==> src/rtl/logic_pipe_pkg.sv <==
// Shared constants for logic_pipe: opcode encodings and default geometry.
package logic_pipe_pkg;

  localparam int DEF_WIDTH     = 32;
  localparam int DEF_BUF_DEPTH = 2;

  localparam logic [2:0] OP_XOR  = 3'b000;
  localparam logic [2:0] OP_PASS = 3'b001;
  localparam logic [2:0] OP_OR   = 3'b010;
  localparam logic [2:0] OP_ORN  = 3'b011;
  localparam logic [2:0] OP_AND  = 3'b100;
  localparam logic [2:0] OP_ANDN = 3'b101;
  localparam logic [2:0] OP_NOT  = 3'b110;
  localparam logic [2:0] OP_XNOR = 3'b111;

endpackage

==> src/rtl/logic_obuf.sv <==
// Circular output FIFO for logic_pipe; the head reads zero whenever the FIFO is empty.
module logic_obuf #(
  parameter int DW    = 32,
  parameter int DEPTH = 2
) (
  input  logic          clk,
  input  logic          rst,
  input  logic          push,
  input  logic [DW-1:0] push_data,
  input  logic          pop,
  output logic [DW-1:0] head,
  output logic          full,
  output logic          empty
);
  localparam int PW = $clog2(DEPTH);
  localparam int CW = $clog2(DEPTH + 1);
  localparam logic [PW-1:0] LAST  = PW'(DEPTH - 1);
  localparam logic [CW-1:0] FULLC = CW'(DEPTH);

  logic [DEPTH-1:0][DW-1:0] mem_q, mem_d;
  logic [PW-1:0] wr_ptr_q, wr_ptr_d, rd_ptr_q, rd_ptr_d;
  logic [CW-1:0] count_q, count_d;
  logic          do_push, do_pop;

  assign full    = (count_q == FULLC);
  assign empty   = (count_q == '0);
  assign do_push = push & ~full;
  assign do_pop  = pop & ~empty;
  assign head    = empty ? '0 : mem_q[rd_ptr_q];

  always_comb begin
    mem_d    = mem_q;
    wr_ptr_d = wr_ptr_q;
    rd_ptr_d = rd_ptr_q;
    count_d  = count_q;
    if (do_push) begin
      mem_d[wr_ptr_q] = push_data;
      wr_ptr_d = (wr_ptr_q == LAST) ? '0 : wr_ptr_q + 1'b1;
    end
    if (do_pop) rd_ptr_d = (rd_ptr_q == LAST) ? '0 : rd_ptr_q + 1'b1;
    // Push and pop together leave the occupancy untouched.
    unique case ({do_push, do_pop})
      2'b10:   count_d = count_q + 1'b1;
      2'b01:   count_d = count_q - 1'b1;
      default: count_d = count_q;
    endcase
  end

  always_ff @(posedge clk or posedge rst) begin
    if (rst) begin
      mem_q    <= '0;
      wr_ptr_q <= '0;
      rd_ptr_q <= '0;
      count_q  <= '0;
    end else begin
      mem_q    <= mem_d;
      wr_ptr_q <= wr_ptr_d;
      rd_ptr_q <= rd_ptr_d;
      count_q  <= count_d;
    end
  end

endmodule

==> src/rtl/logic_pipe.sv <==
// Bitwise logic unit with a 1-cycle result FIFO. Define LOGIC_PIPE_FLAGS_EN to add
// per-result all-zero / all-one flags (out_zero, out_ones).
module logic_pipe
  import logic_pipe_pkg::*;
#(
  parameter int WIDTH     = DEF_WIDTH,
  parameter int BUF_DEPTH = DEF_BUF_DEPTH
) (
  input  logic             clk,
  input  logic             rst,
  input  logic             in_valid,
  output logic             in_ready,
  input  logic [WIDTH-1:0] valueC,
  input  logic [WIDTH-1:0] valueA,
  input  logic [2:0]       logic_control,
  output logic             out_valid,
  input  logic             out_ready,
  output logic [WIDTH-1:0] value_out
`ifdef LOGIC_PIPE_FLAGS_EN
  ,
  output logic             out_zero,
  output logic             out_ones
`endif
);
`ifdef LOGIC_PIPE_FLAGS_EN
  localparam int DW = WIDTH + 2;
`else
  localparam int DW = WIDTH;
`endif

  logic [WIDTH-1:0] res;
  logic [DW-1:0]    entry, head;
  logic             full, empty, push;
  logic             rdy_en_q, rdy_en_d;

  always_comb begin
    res = '0;
    unique case (logic_control)
      OP_XOR:  res = valueC ^ valueA;
      OP_PASS: res = valueC;
      OP_OR:   res = valueC | valueA;
      OP_ORN:  res = valueC | ~valueA;
      OP_AND:  res = valueC & valueA;
      OP_ANDN: res = valueC & ~valueA;
      OP_NOT:  res = ~valueA;
      OP_XNOR: res = ~(valueA ^ valueC);
      default: res = '0;
    endcase
  end

`ifdef LOGIC_PIPE_FLAGS_EN
  assign entry    = {&res, ~|res, res};
  assign out_ones = head[WIDTH+1];
  assign out_zero = head[WIDTH];
`else
  assign entry = res;
`endif

  // Holds in_ready low through reset and releases it on the first edge afterwards.
  always_comb rdy_en_d = 1'b1;

  always_ff @(posedge clk or posedge rst) begin
    if (rst) rdy_en_q <= 1'b0;
    else     rdy_en_q <= rdy_en_d;
  end

  assign in_ready  = rdy_en_q & ~full;
  assign push      = in_valid & in_ready;
  assign out_valid = ~empty;
  assign value_out = head[WIDTH-1:0];

  logic_obuf #(.DW(DW), .DEPTH(BUF_DEPTH)) u_obuf (
    .clk       (clk),
    .rst       (rst),
    .push      (push),
    .push_data (entry),
    .pop       (out_ready),
    .head      (head),
    .full      (full),
    .empty     (empty)
  );

endmodule

==> config.mk <==
export PLATFORM = sky130hd
export DESIGN_NAME = logic_pipe
export DESIGN_NICKNAME = d
export VERILOG_FILES = /design/src/rtl/logic_pipe_pkg.sv /design/src/rtl/logic_obuf.sv /design/src/rtl/logic_pipe.sv
export SDC_FILE = /design/constraint.sdc
export NUM_CORES = 1
export LEC_CHECK = 0
export ABC_CLOCK_PERIOD_IN_PS = 2029
export CAP_MARGIN = 10
export CORE_AREA = 2 2 112 114
export CTS_CLUSTER_DIAMETER = 100
export DETAILED_ROUTE_END_ITERATION = 7
export DIE_AREA = 0 0 114 116
export GPL_TIMING_DRIVEN = 0
export HOLD_SLACK_MARGIN = 0.06
export PLACE_DENSITY = 0.78
export SYNTH_ARGS = -nofsm -noshare
export SYNTH_HDL_FRONTEND = slang
export SYNTH_SLANG_ARGS = --single-unit
==> constraint.sdc <==
create_clock -name clk -period 2.03 [get_ports clk]
set_input_delay 0.406 -clock clk [delete_from_list [all_inputs] [get_ports clk]]
set_output_delay 0.406 -clock clk [all_outputs]
set_load 0.01 [all_outputs]
== Yosys cells after proc, flatten, opt, wreduce, memory -nomap -nowiden ==
Index checks and enable logic that the tools add are counted.

* Bits in registers: 69
* Logic and storage cells: 50
* Output and inout bits: 34
* Input bits: 71

* Add/sub/neg operators: 4
* Reduce and logical (&&, ||, !) cells: 4
* Mux-type cells: 10
* Order comparisons: 3
* Bitwise gates (word level): 13
* Equal/unequal tests: 10

{| class="wikitable"
|+ Operator list
! operator !! count
|-
| 32-bit one-hot mux with 8 select lines || 1
|-
| 32-bit 2-to-1 mux || 4
|-
| 32-bit bitwise AND || 2
|-
| 64-bit bitwise mux || 1
|-
| 32-bit inverter || 2
|-
| 32-bit bitwise OR || 2
|-
| 32-bit demux with 1-bit select || 1
|-
| 32-bit XOR || 1
|-
| 3-bit == test (second input constant) || 4
|-
| 3-bit by 2-bit == test with 1-bit output (second input constant) || 2
|-
| 1-bit bitwise AND || 4
|-
| 2-bit == test (second input constant) || 2
|-
| 1-bit by 2-bit < comparator with 1-bit output (second input constant) || 2
|-
| 2-bit one-hot mux with 2 select lines || 1
|-
| 3-bit by 1-bit == test with 1-bit output (second input constant) || 1
|-
| 3-bit logical NOT || 1
|-
| 1-bit adder (second input constant) || 2
|-
| 2-bit by 1-bit adder with 2-bit output (second input constant) || 1
|-
| 2-bit by 1-bit == test with 1-bit output (second input constant) || 1
|-
| 2-bit logical NOT || 1
|-
| 1-bit 2-to-1 mux || 2
|-
| 1-bit inverter || 2
|-
| 2-bit nonzero test || 1
|-
| 2-bit by 1-bit subtractor with 2-bit output (second input constant) || 1
|-
| 2 further kinds || 2
|}

== Logic depth before layout (Yosys ltp) ==
* Depth after elaboration: 7
* Depth in mapped cells: 7

== By module ==
From an unflattened synthesis, not the netlist that was laid out.

* Cells, all modules: 632
* Area, all modules: 6,042.0 µm²

{| class="wikitable"
|+ Modules (own cells, without submodules)
! module !! cells an instance !! instances !! sequential area each (µm²) !! area each (µm²)
|-
| logic_obuf || 225 || 1 || 1,701.6 || 3,194.3
|-
| logic_pipe || 407 || 1 || 25.0 || 2,847.7
|}

== Worst setup path after synthesis ==
Ideal clock, no wire load.

* Kind: register to register
* Start point: reg u_obuf.count_q[0]
* End point: reg u_obuf.count_q[1]
* Data arrival time: 1.547 ns
* Cell stages (with the launch flop): 7
* Data required time: 1.951 ns
* Setup slack: 0.403 ns
* Clock period less this slack: 1.627 ns
* Cell sequence: dfrtp_1 -> nor2_1 -> inv_1 -> and2_1 -> ha_1 -> nor2_1 -> xor2_1

* Elaborated cells between the ends (all ways): 14

{| class="wikitable"
|+ RTL lines
! item !! RTL line !! source
|-
| start, declared || logic_obuf.sv:22 || <nowiki>logic [CW-1:0] count_q, count_d;</nowiki>
|-
| start signal, assigned || logic_obuf.sv:59 || <nowiki>count_q <= count_d;</nowiki>
|-
| 2-bit logical NOT (*) || logic_obuf.sv:26 || <nowiki>assign empty = (count_q == '0);</nowiki>
|-
| 1-bit inverter (*) || - ||
|-
| via out_valid || logic_pipe.sv:16 || <nowiki>output logic out_valid,</nowiki>
|-
| 1-bit bitwise AND (*) || logic_obuf.sv:28 || <nowiki>assign do_pop = pop & ~empty;</nowiki>
|-
| via u_obuf.do_pop || logic_obuf.sv:23 || <nowiki>logic do_push, do_pop;</nowiki>
|-
| 2-bit by 1-bit == test with 1-bit output or 2-bit == test (tied branches) || logic_obuf.sv:42 || <nowiki>unique case ({do_push, do_pop})</nowiki>
|-
| 2-bit one-hot mux with 2 select lines or 2-bit nonzero test (tied branches) || - ||
|}

Mark *: on every way through the listed nets, which the timed path passes. The rest lies on a longest branch.
A chain may end at the register's enable or synchronous reset.

== Worst setup path after layout ==
* Start point: reg u_obuf.count_q[0]
* End point: out value_out[13]

* Longest elaborated chain between the ends: 2

{| class="wikitable"
|+ RTL lines
! item !! RTL line !! source
|-
| 2-bit logical NOT || logic_obuf.sv:26 ||
|-
| 32-bit 2-to-1 mux || logic_obuf.sv:29 || <nowiki>assign head = empty ? '0 : mem_q[rd_ptr_q];</nowiki>
|-
| end, declared || logic_pipe.sv:18 || <nowiki>output logic [WIDTH-1:0] value_out</nowiki>
|}

Every way passes these cells.

==> impl_metrics.env <==
export IMPL_outcome="complete, but fails checks"
export IMPL_violations="setup timing"
export IMPL_fp_dieW_um=114
export IMPL_postRouteAntennaNets=0
export IMPL_synth_avg_cell_area_um2=7.61
export IMPL_endpoint_kind="output port"
export IMPL_initial_utilization=0.488
export IMPL_drv_cap=0
export IMPL_grt_pass1_wl_mm=30.6
export IMPL_fin_tns_setup_ns=-0.205
export IMPL_fp_row_count=40
export IMPL_grt_max_degree=39
export IMPL_worstPathRequired_ns=1.62
export IMPL_path_clk_slew_ns=0.05
export IMPL_drcViolationCount=0
export IMPL_yosys_cell_count_top_type="nor2_1"
export IMPL_worstRegToRegCells=6
export IMPL_postSynthCellCount=764
export IMPL_finalCritPeriodShare=1.02
export IMPL_syn_num_nets=836
export IMPL_io_buffers=103
export IMPL_skew_ns=0.00828
export IMPL_wl_per_cell_um=18.9
export IMPL_power_w=0.00884
export IMPL_overflow=0
export IMPL_synth_seq_cells=69
export IMPL_die_area_mm2=0.0132
export IMPL_vias=6576
export IMPL_clock_path_buffers=2
export IMPL_wl_mm=19.8
export IMPL_yosysUniqueCellTypes=37
export IMPL_hold_violations=0
export IMPL_num_io_pins=105
export IMPL_rsz0062_at_grt="true"
export IMPL_synth_largest_area_cell="dfrtp_1"
export IMPL_drive_above_1_share=0.103
export IMPL_power_leakage_nw=3.08
export IMPL_synth_area_leaders="dfrtp_1 30%, nor2_1 8.4%, nor2b_1 6.8%, nor4_1 6.7%, mux2i_1 5.5%"
export IMPL_placed_cells=1015
export IMPL_coreArea_mm2=0.0119
export IMPL_root_buffer="clkbuf_16"
export IMPL_fin_cells=1047
export IMPL_p_per_area_mw_per_mm2=1150
export IMPL_hold_depth=2
export IMPL_peakVddDrop_v=0.000743
export IMPL_r2r_setup_slack_ns=0.08
export IMPL_grtUsageTotal=0.292
export IMPL_die_h_um=116
export IMPL_slew_viol_final=0
export IMPL_syn2layout_area_growth_pct=31.8
export IMPL_setup_viol=7
export IMPL_worstMarginPinSlew_ns=0.735
export IMPL_r2r_start="u_obuf.count_q[1]"
export IMPL_synth_common_cells="130 x nor2_1, 69 x dfrtp_1, 63 x a21oi_1, 63 x nor2b_1, 63 x nor3_1"
export IMPL_yosysSeqAreaShare=0.297
export IMPL_nNetsFinal=969
export IMPL_hold_start="u_obuf.mem_q[28]"
export IMPL_max_slew_margin_rel=0.509
export IMPL_vias_per_cell=6.28
export IMPL_postCtsHoldBufs=0
export IMPL_worst_path_max_fanout=8
export IMPL_gp_congestion=0.909
export IMPL_grt_antenna_before_repair=0
export IMPL_cp_arrival_ns=1.66
export IMPL_r2r_end="u_obuf.mem_q[4]"
export IMPL_dr_pass1_iters=5
export IMPL_critPathLaunchType="flop"
export IMPL_antennaDiodeCount=0
export IMPL_clock_fmax_mhz=484
export IMPL_cts_sinks=69
export IMPL_htree_levels=3
export IMPL_async_reset_ff_frac=1.00
export IMPL_cts_tree="built"
export IMPL_syn_area_mm2=0.00582
export IMPL_critical_path_class="reg2out"
export IMPL_min_to="u_obuf.mem_q[28]"
export IMPL_fin_crit_ns=2.07
export IMPL_synth_edf_count=0
export IMPL_cts_buffers_inserted=9
export IMPL_drt_iter0_drc=641
export IMPL_grt_pass1_vias=5994
export IMPL_yosysWarnings=0
export IMPL_insertion_delay_ns=0.33
export IMPL_worst_hold_slack_ns=0.481
export IMPL_holdCritPathClass="reg2reg"
export IMPL_yosys_most_used_dff="dfrtp_1"
export IMPL_synth_top_area_frac=0.297
export IMPL_fin_ws_ns=-0.0378
export IMPL_dp_hpwl_mm=13.1
[logic make-up (layout without fill, tap and decap cells)]
group	after synthesis	count (layout)	share of synthesized area
AO/OA/AOI/OAI	191	191	0.215
XOR/XNOR	5	5	0.00753
adder cells (fa/ha/maj)	1	1	0.00215
buffers and inverters	64	200	0.0497
flip-flops	69	69	0.297
multiplexers	32	32	0.0551
other	1	1	0.000645
AND/OR/NAND/NOR	401	401	0.373
[worst max-delay path, stage by stage, from the launching register on]
cell and delay [ns]:
dfrtp_2 0.43, nor2_4 0.26, clkbuf_8 0.24, buf_6 0.12, nor2_1 0.05, clkdlybuf4s15_1 0.23
[cells in the final DEF, fill, tap and decap left out, drive strengths merged, types with 2 or more instances in the layout]
cell / instances
a21oi: 63
a2bb2oi: 3
clkdlybuf4s50: 69
clkdlybuf4s15: 21
o21a: 28
inv: 2
nor2: 130
mux2i: 32
o41ai: 2
o22a: 28
clkbuf: 56
nor2b: 63
xnor2: 2
and3b: 31
dlygate4sd2: 9
nor3: 63
o21ai: 31
a211oi: 31
dfrtp: 69
xor2: 3
nand2: 6
buf: 39
and2: 4
a21boi: 3
nor4: 62
nand2b: 36
clkinv: 2
[area by class of cell]
class	count	area, µm²
buffer	60	382
inverter	3	15.0
sequential	69	1730
tap	147	184
clock buffer	12	256
fill	1052	4240
timing repair buffer	123	1240
clock inverter	2	10.0
multi-input combinational	631	3850
[where the power goes]
group | leakage (nW) | internal [W] | switching [W] | total, W
clock network | 0.134 | 0.000875 | 0.000556 | 0.00143
logic | 2.16 | 0.00243 | 0.00245 | 0.00488
registers | 0.779 | 0.00208 | 0.000455 | 0.00253
[state kept, by name, indices dropped and copies added, names as in the netlist]
signal	cells
rdy_en_q	1
u_obuf.count_q	2
u_obuf.mem_q	64
u_obuf.rd_ptr_q	1
u_obuf.wr_ptr_q	1
[what timing repair did]
| action | CTS | global route |
|---|---|---|
| cloned | 0 | 3 |
| resized for setup | 79 | 62 |
| pin swaps | 1 | 2 |
| setup buffers | 11 | 5 |
| setup endpoints to repair | 94 | 88 |
[worst max path at each step]
stage / slack [ns] / to / start
after detailed placement: -0.50 / u_obuf.mem_q[52] / logic_control[0]
after floorplan: 0.40 / u_obuf.count_q[1] / u_obuf.count_q[0]
after global placement: -0.47 / u_obuf.mem_q[17] / logic_control[0]
after global routing: -0.07 / value_out[13] / u_obuf.count_q[0]
final: -0.04 / value_out[13] / u_obuf.count_q[0]
after CTS: -0.04 / value_out[8] / u_obuf.count_q[1]
[layer usage]
metal / up-vias / part of all wire / wire length [µm] / track usage
met5: - / 0 / 0 / 0
met4: 0 / 0.017 / 334 / 0.0984
met3: 37 / 0.11 / 2090 / 0.0560
met2: 402 / 0.45 / 8990 / 0.458
met1: 3081 / 0.42 / 8380 / 0.407
li1: 3056 / - / - / -
[per-stage QoR]
stage / util / instance area, µm² / setup WS [ns]
floorplan: - / 5820 / 0.403
global placement: 0.591 / 7040 / -0.468
detailed placement: 0.592 / 7060 / -0.503
CTS: 0.628 / 7480 / -0.0364
global route: 0.644 / 7670 / -0.0718
finish: 0.644 / 7670 / -0.0378
(Power assumes the default switching activity.)
